===== src/rtl/vadd_seq_ctrl.sv =====
// vadd_seq_ctrl: operand capture, 4+4 add with chaining, and a 4-digit
// active-low seven-segment scan for the lab adder board.
// Ports: clk, rst_n (async active-low), sw[3:0], btn_enter, btn_clr (raw),
//        seg_L[6:0] {g..a}, an_L[3:0], oflow, state_led[1:0].
module vadd_seq_ctrl #(
  parameter int REFRESH_DIV = 16,
  parameter int DEBOUNCE    = 4
) (
  input  logic       clk,
  input  logic       rst_n,
  input  logic [3:0] sw,
  input  logic       btn_enter,
  input  logic       btn_clr,
  output logic [6:0] seg_L,
  output logic [3:0] an_L,
  output logic       oflow,
  output logic [1:0] state_led
);

  localparam int DW = $clog2(DEBOUNCE + 1);
  localparam int RW = (REFRESH_DIV > 1) ? $clog2(REFRESH_DIV) : 1;

  typedef enum logic [1:0] {
    GET_A = 2'b00,
    GET_B = 2'b01,
    SHOW  = 2'b10,
    ILL   = 2'b11
  } state_t;

  state_t          r_state;
  state_t          w_state_nxt;
  logic [3:0]      r_a;
  logic [3:0]      r_b;
  logic [4:0]      r_s;
  logic            r_of;
  logic [3:0]      w_a_nxt;
  logic [3:0]      w_b_nxt;
  logic [4:0]      w_s_nxt;
  logic            w_of_nxt;
  logic [4:0]      w_sum;

  logic            r_ent_s1;
  logic            r_ent_s2;
  logic            r_clr_s1;
  logic            r_clr_s2;
  logic [DW-1:0]   r_dbc;
  logic            r_press;

  logic [RW-1:0]   r_ref;
  logic [1:0]      r_dig;
  logic [3:0]      w_nib;
  logic            w_blank;
  logic [6:0]      w_hex;

  // two-flop synchronisers for both raw buttons
  always_ff @(posedge clk or negedge rst_n) begin
    if (!rst_n) begin
      r_ent_s1 <= 1'b0;
      r_ent_s2 <= 1'b0;
      r_clr_s1 <= 1'b0;
      r_clr_s2 <= 1'b0;
    end else begin
      r_ent_s1 <= btn_enter;
      r_ent_s2 <= r_ent_s1;
      r_clr_s1 <= btn_clr;
      r_clr_s2 <= r_clr_s1;
    end
  end

  // press is registered on the D-1 -> D step, so it is seen
  // one cycle after the counter saturates; saturation gives
  // one press per high period
  always_ff @(posedge clk or negedge rst_n) begin
    if (!rst_n) begin
      r_dbc   <= '0;
      r_press <= 1'b0;
    end else if (r_clr_s2 || !r_ent_s2) begin
      r_dbc   <= '0;
      r_press <= 1'b0;
    end else begin
      r_press <= (r_dbc == DW'(DEBOUNCE - 1));
      if (r_dbc != DW'(DEBOUNCE))
        r_dbc <= r_dbc + 1'b1;
    end
  end

  // sum uses live sw so S is valid the same edge B captures
  assign w_sum = {1'b0, r_a} + {1'b0, sw};

  always_ff @(posedge clk or negedge rst_n) begin
    if (!rst_n) begin
      r_state <= GET_A;
      r_a     <= '0;
      r_b     <= '0;
      r_s     <= '0;
      r_of    <= 1'b0;
    end else begin
      r_state <= w_state_nxt;
      r_a     <= w_a_nxt;
      r_b     <= w_b_nxt;
      r_s     <= w_s_nxt;
      r_of    <= w_of_nxt;
    end
  end

  always_comb begin
    w_state_nxt = r_state;
    w_a_nxt     = r_a;
    w_b_nxt     = r_b;
    w_s_nxt     = r_s;
    w_of_nxt    = r_of;
    if (r_clr_s2) begin
      w_state_nxt = GET_A;
      w_a_nxt     = '0;
      w_b_nxt     = '0;
      w_s_nxt     = '0;
      w_of_nxt    = 1'b0;
    end else begin
      unique case (r_state)
        GET_A: begin
          if (r_press) begin
            w_a_nxt     = sw;
            w_state_nxt = GET_B;
          end
        end
        GET_B: begin
          if (r_press) begin
            w_b_nxt     = sw;
            w_s_nxt     = w_sum;
            w_of_nxt    = w_sum[4];
            w_state_nxt = SHOW;
          end
        end
        SHOW: begin
          if (r_press) begin
            w_a_nxt     = r_s[3:0];
            w_b_nxt     = '0;
            w_state_nxt = GET_B;
          end
        end
        default: w_state_nxt = GET_A;
      endcase
    end
  end

  // scan runs independently of clear
  always_ff @(posedge clk or negedge rst_n) begin
    if (!rst_n) begin
      r_ref <= '0;
      r_dig <= 2'd3;
    end else if (r_ref == RW'(REFRESH_DIV - 1)) begin
      r_ref <= '0;
      r_dig <= r_dig - 2'd1;
    end else begin
      r_ref <= r_ref + 1'b1;
    end
  end

  always_comb begin
    an_L    = 4'b0111;
    w_nib   = r_a;
    w_blank = 1'b0;
    unique case (r_dig)
      2'd3: begin
        an_L  = 4'b0111;
        w_nib = r_a;
      end
      2'd2: begin
        an_L  = 4'b1011;
        w_nib = r_b;
      end
      2'd1: begin
        an_L    = 4'b1101;
        w_nib   = r_s[3:0];
        w_blank = (r_state != SHOW);
      end
      default: begin
        an_L  = 4'b1110;
        w_nib = sw;
      end
    endcase
  end

  always_comb begin
    w_hex = 7'b1111111;
    unique case (w_nib)
      4'h0: w_hex = 7'b1000000;
      4'h1: w_hex = 7'b1111001;
      4'h2: w_hex = 7'b0100100;
      4'h3: w_hex = 7'b0110000;
      4'h4: w_hex = 7'b0011001;
      4'h5: w_hex = 7'b0010010;
      4'h6: w_hex = 7'b0000010;
      4'h7: w_hex = 7'b1111000;
      4'h8: w_hex = 7'b0000000;
      4'h9: w_hex = 7'b0010000;
      4'hA: w_hex = 7'b0001000;
      4'hB: w_hex = 7'b0000011;
      4'hC: w_hex = 7'b1000110;
      4'hD: w_hex = 7'b0100001;
      4'hE: w_hex = 7'b0000110;
      default: w_hex = 7'b0001110;
    endcase
  end

  assign seg_L     = w_blank ? 7'b1111111 : w_hex;
  assign oflow     = r_of;
  assign state_led = r_state;

endmodule


===== config.mk =====
export PLATFORM = sky130hd
export DESIGN_NAME = vadd_seq_ctrl
export DESIGN_NICKNAME = d
export VERILOG_FILES = /design/src/rtl/vadd_seq_ctrl.sv
export SDC_FILE = /design/constraint.sdc
export NUM_CORES = 1
export LEC_CHECK = 0
export CELL_PAD_IN_SITES_DETAIL_PLACEMENT = 0
export CELL_PAD_IN_SITES_GLOBAL_PLACEMENT = 2
export CORE_ASPECT_RATIO = 1.25
export CORE_MARGIN = 5
export CORE_UTILIZATION = 38
export CTS_BUF_LIST = sky130_fd_sc_hd__clkbuf_4
export DETAILED_ROUTE_END_ITERATION = 8
export PLACE_DENSITY_LB_ADDON = 0.08
export SETUP_SLACK_MARGIN = 0.4
export SLEW_MARGIN = 10
export SYNTH_ARGS = -nofsm -noshare
export SYNTH_HDL_FRONTEND = slang
export SYNTH_SLANG_ARGS = --single-unit

===== constraint.sdc =====
create_clock -name clk -period 7.15 [get_ports clk]
set_input_delay 1.0725 -clock clk [delete_from_list [all_inputs] [get_ports clk]]
set_output_delay 1.0725 -clock clk [all_outputs]
set_load 0.05 [all_outputs]

==> impl_metrics.py <==
metrics = {
    "floorplanning": {
        "rows": 28,
        "pin_count": 22,
        "start_util_pct": 38.29,
        "core_area_mm2": 0.004659,
        "fp.dieW_um": 71.29,
        "dieArea_mm2": 0.006174,
        "dieHeight_um": 86.61,
    },
    "worst_setup_path": {
        "required_ns": 6.08,
        "cp-start-kind": "input pin",
        "cp_slowest_stage_delay_ns": 0.70,
        "r2r_cells": 6,
        "timing.rr.end": "oflow",
        "cp_max_fo": 6,
        "cp-endpoint": "seg_L[3]",
        "timing.rr.start": "r_a[0]",
        "rrSetupSlack_ns": 5.52,
        "crit_chain": "clkdlybuf4s50_1 > o21ai_0 > inv_1 > ha_1 > mux2i_1 > nand3_1 > o31a_1 > clkdlybuf4s50_1",
        "crit_type": "in2out",
        "critPathArrivalTime_ns": 3.76,
        "end_kind": "output pin",
        "path_common_cell": "clkdlybuf4s50_1",
        "cp-startpoint": "sw[1]",
        "slowest_stage": "clkdlybuf4s50_1",
    },
    "clocking": {
        "clock_sinks": 29,
        "cts_root_buffer": "clkbuf_4",
        "hold_buffers": 0,
        "post_cts_buffers": 0,
        "clock_latency_ns": 0.33,
        "ctsResizeCount": 0,
        "clk_path_buf_depth": 2,
        "cts_tree": "done",
        "cts_max_level": 2,
        "clk_pin_slew_ns": 0.09,
        "cts_buffers": 5,
    },
    "placement": {
        "hpwl_um": 2912,
        "placedCellCount": 270,
        "portBuffers": 21,
        "gp_congestion": 0.7887,
    },
    "sta": {
        "period_needed_ns": 4.830,
        "finalCritPeriodShare_pct": 67.55,
        "timing_hold_violations_final": 0,
        "setup_tns_ns": 0,
        "worst_pin_slew_ns": 1.064,
        "setup_viol_count_final": 0,
        "clock-skew-final_ns": 0.01615,
        "slew_violations": 0,
        "fmax_mhz": 207.1,
        "relSlewSlack_pct": 27.06,
        "rsz0062_at_grt": "false",
    },
    "synthesis": {
        "syn_area_per_cell_um2": 9.197,
        "synth.top_cell.area_share_pct": 37.87,
        "synth_nets": 221,
        "synth_common_cells": "27 x dfrtp_1, 25 x nor2_1, 23 x a21oi_1, 19 x inv_1, 18 x ha_1",
        "yosysTopAreaCell": "dfrtp_1",
        "synth_edf_count": 0,
        "synth.most_common_cell": "dfrtp_1",
        "async_flop_share_pct": 100.0,
        "yosys_warnings": 0,
        "synthDistinctLibCells": 34,
        "ys_ff_latch": 29,
        "synth_area_leaders": "dfrtp_1 38%, ha_1 13%, a21oi_1 6.5%",
        "ys_seq_area_share_pct": 40.81,
        "synth_cells": 194,
        "ys.flop_type": "dfrtp_1",
        "synth_area_mm2": 0.001784,
    },
    "detailed_routing": {
        "num_vias": 1439,
        "wl_met2_um": 1986,
        "drtIter0Drc": 150,
        "wl_met1_um": 1746,
        "detail-route-antenna-nets": 0,
        "met3_length_um": 165,
        "wl_um": 3952,
        "dr.pass1.iters": 4,
        "routed.top_layer": "met4",
        "vias_per_cell": 5.176,
        "drc": 0,
        "wl_per_cell_um": 14.22,
    },
    "final_layout": {
        "drive_above_1_share_pct": 5.963,
        "register_area_um2": 728.2,
        "fillers": 472,
        "finalNonFillerCells": 278,
        "fin_nets": 244,
        "antenna_cells": 0,
        "multiInputGateArea_um2": 942.2,
        "syn_to_final_growth_pct": 17.74,
    },
    "hold_path": {
        "hold_class": "reg2reg",
    },
    "global_route": {
        "overflow": 0,
        "antenna_found_initial": 0,
        "grt_usage_pct": 14.01,
        "grt_pass1_wl_um": 6803,
        "grt_pass1_vias": 1415,
        "grt_max_degree": 30,
    },
    "job": {
        "drv_cap": 0,
    },
    "power": {
        "p_per_area_mw_per_mm2": 139.4,
        "leakage_nw": 0.9332,
        "peakVddDrop_mv": 0.1074,
    },
    "status": {
        "status": "completed",
    },
}
## registers in the layout, summed over array words and instances, names as in the netlist, 2 cells and up
signal,flops
r_dbc,3
r_b,4
r_a,4
r_dig,2
state_led,2
r_s,4
r_ref,4
## where the power goes
group          switching, W  internal, W
logic             0.0000106   0.00000920
registers        0.00000427     0.000168
clock network     0.0000598    0.0000412
total             0.0000747     0.000218
## worst max-delay path, delay by kind of cell
family	cells	cell delay, ns
buffers and inverters	3	1.38
and+or+nand+nor	1	0.09
muxes	1	0.15
adders and majority gates	1	0.30
AOI/OAI and AO/OA	2	0.76
## cells in the final DEF (no fill, tap or decap), drive strengths merged
cell type / n
dfstp: 2
a211oi: 4
or2b: 2
xnor2: 3
nor3b: 1
a21oi: 23
a221oi: 1
nand2b: 6
clkbuf: 6
nor2b: 5
clkdlybuf4s50: 21
a21o: 1
clkinv: 2
nor3: 1
a31oi: 1
inv: 20
o21ai: 8
fa: 1
nand3b: 1
xor2: 1
o211ai: 2
nor2: 25
a222oi: 4
o31a: 1
mux2i: 9
o221ai: 2
nand2: 8
buf: 2
o2bb2ai: 1
nand3: 8
or2: 1
dfrtp: 27
ha: 18
## area by class of cell
type / instances / share of cell area (%)
Tap cell: 60 / 3.574
Inverter: 20 / 3.574
Timing Repair Buffer: 23 / 10.72
Sequential cell: 29 / 34.66
Multi-Input combinational cell: 138 / 44.85
Clock inverter: 2 / 0.4765
Clock buffer: 6 / 2.144
## worst min-delay path by stage
stage,from,to,slack [ns],depth (start not counted)
after detailed placement,r_clr_s1,r_clr_s2,0.34,0
after global placement,r_clr_s1,r_clr_s2,0.34,0
after floorplan,r_clr_s1,r_clr_s2,0.33,0
after global routing,r_clr_s1,r_clr_s2,0.37,0
after CTS,r_clr_s1,r_clr_s2,0.36,0
final,r_clr_s1,r_clr_s2,0.36,0
## per-layer routing
metal  track usage [%]  vias to the layer above
li1                  -                      711
met1             17.39                      694
met2             23.16                       29
met3             3.480                        5
met4             5.641                        0
met5                 0                        -
## per-stage QoR
| step | hold slack [ns] | setup WS (ns) | power [W] | util (%) | area, um2 |
|---|---|---|---|---|---|
| CTS | 0.3630 | 2.306 | 0.0002979 | 45.09 | 2101 |
| global placement | 0.3397 | 2.308 | 0.0001945 | 43.90 | 2046 |
| floorplan | 0.3312 | 3.174 | 0.0001837 | - | 1784 |
| global route | 0.3653 | 2.124 | 0.0003073 | 45.09 | 2101 |
| finish | 0.3593 | 2.320 | 0.0002929 | 45.09 | 2101 |
| detailed placement | 0.3417 | 2.309 | 0.0001952 | 43.90 | 2046 |
## cells by family (layout without fill, tap and decap cells)
logic type / count (synthesis) / count (layout) / synth area share [%]
adder cells (fa/ha/maj): 19 / 19 / 13.75
multiplexers: 9 / 9 / 5.049
buffers and inverters: 27 / 51 / 6.382
flip-flops: 29 / 29 / 40.81
AND/OR/NAND/NOR: 58 / 58 / 15.36
AO/OA/AOI/OAI: 48 / 48 / 16.69
XOR/XNOR: 4 / 4 / 1.964
Note: power is estimated with default switching activity, not from simulation.
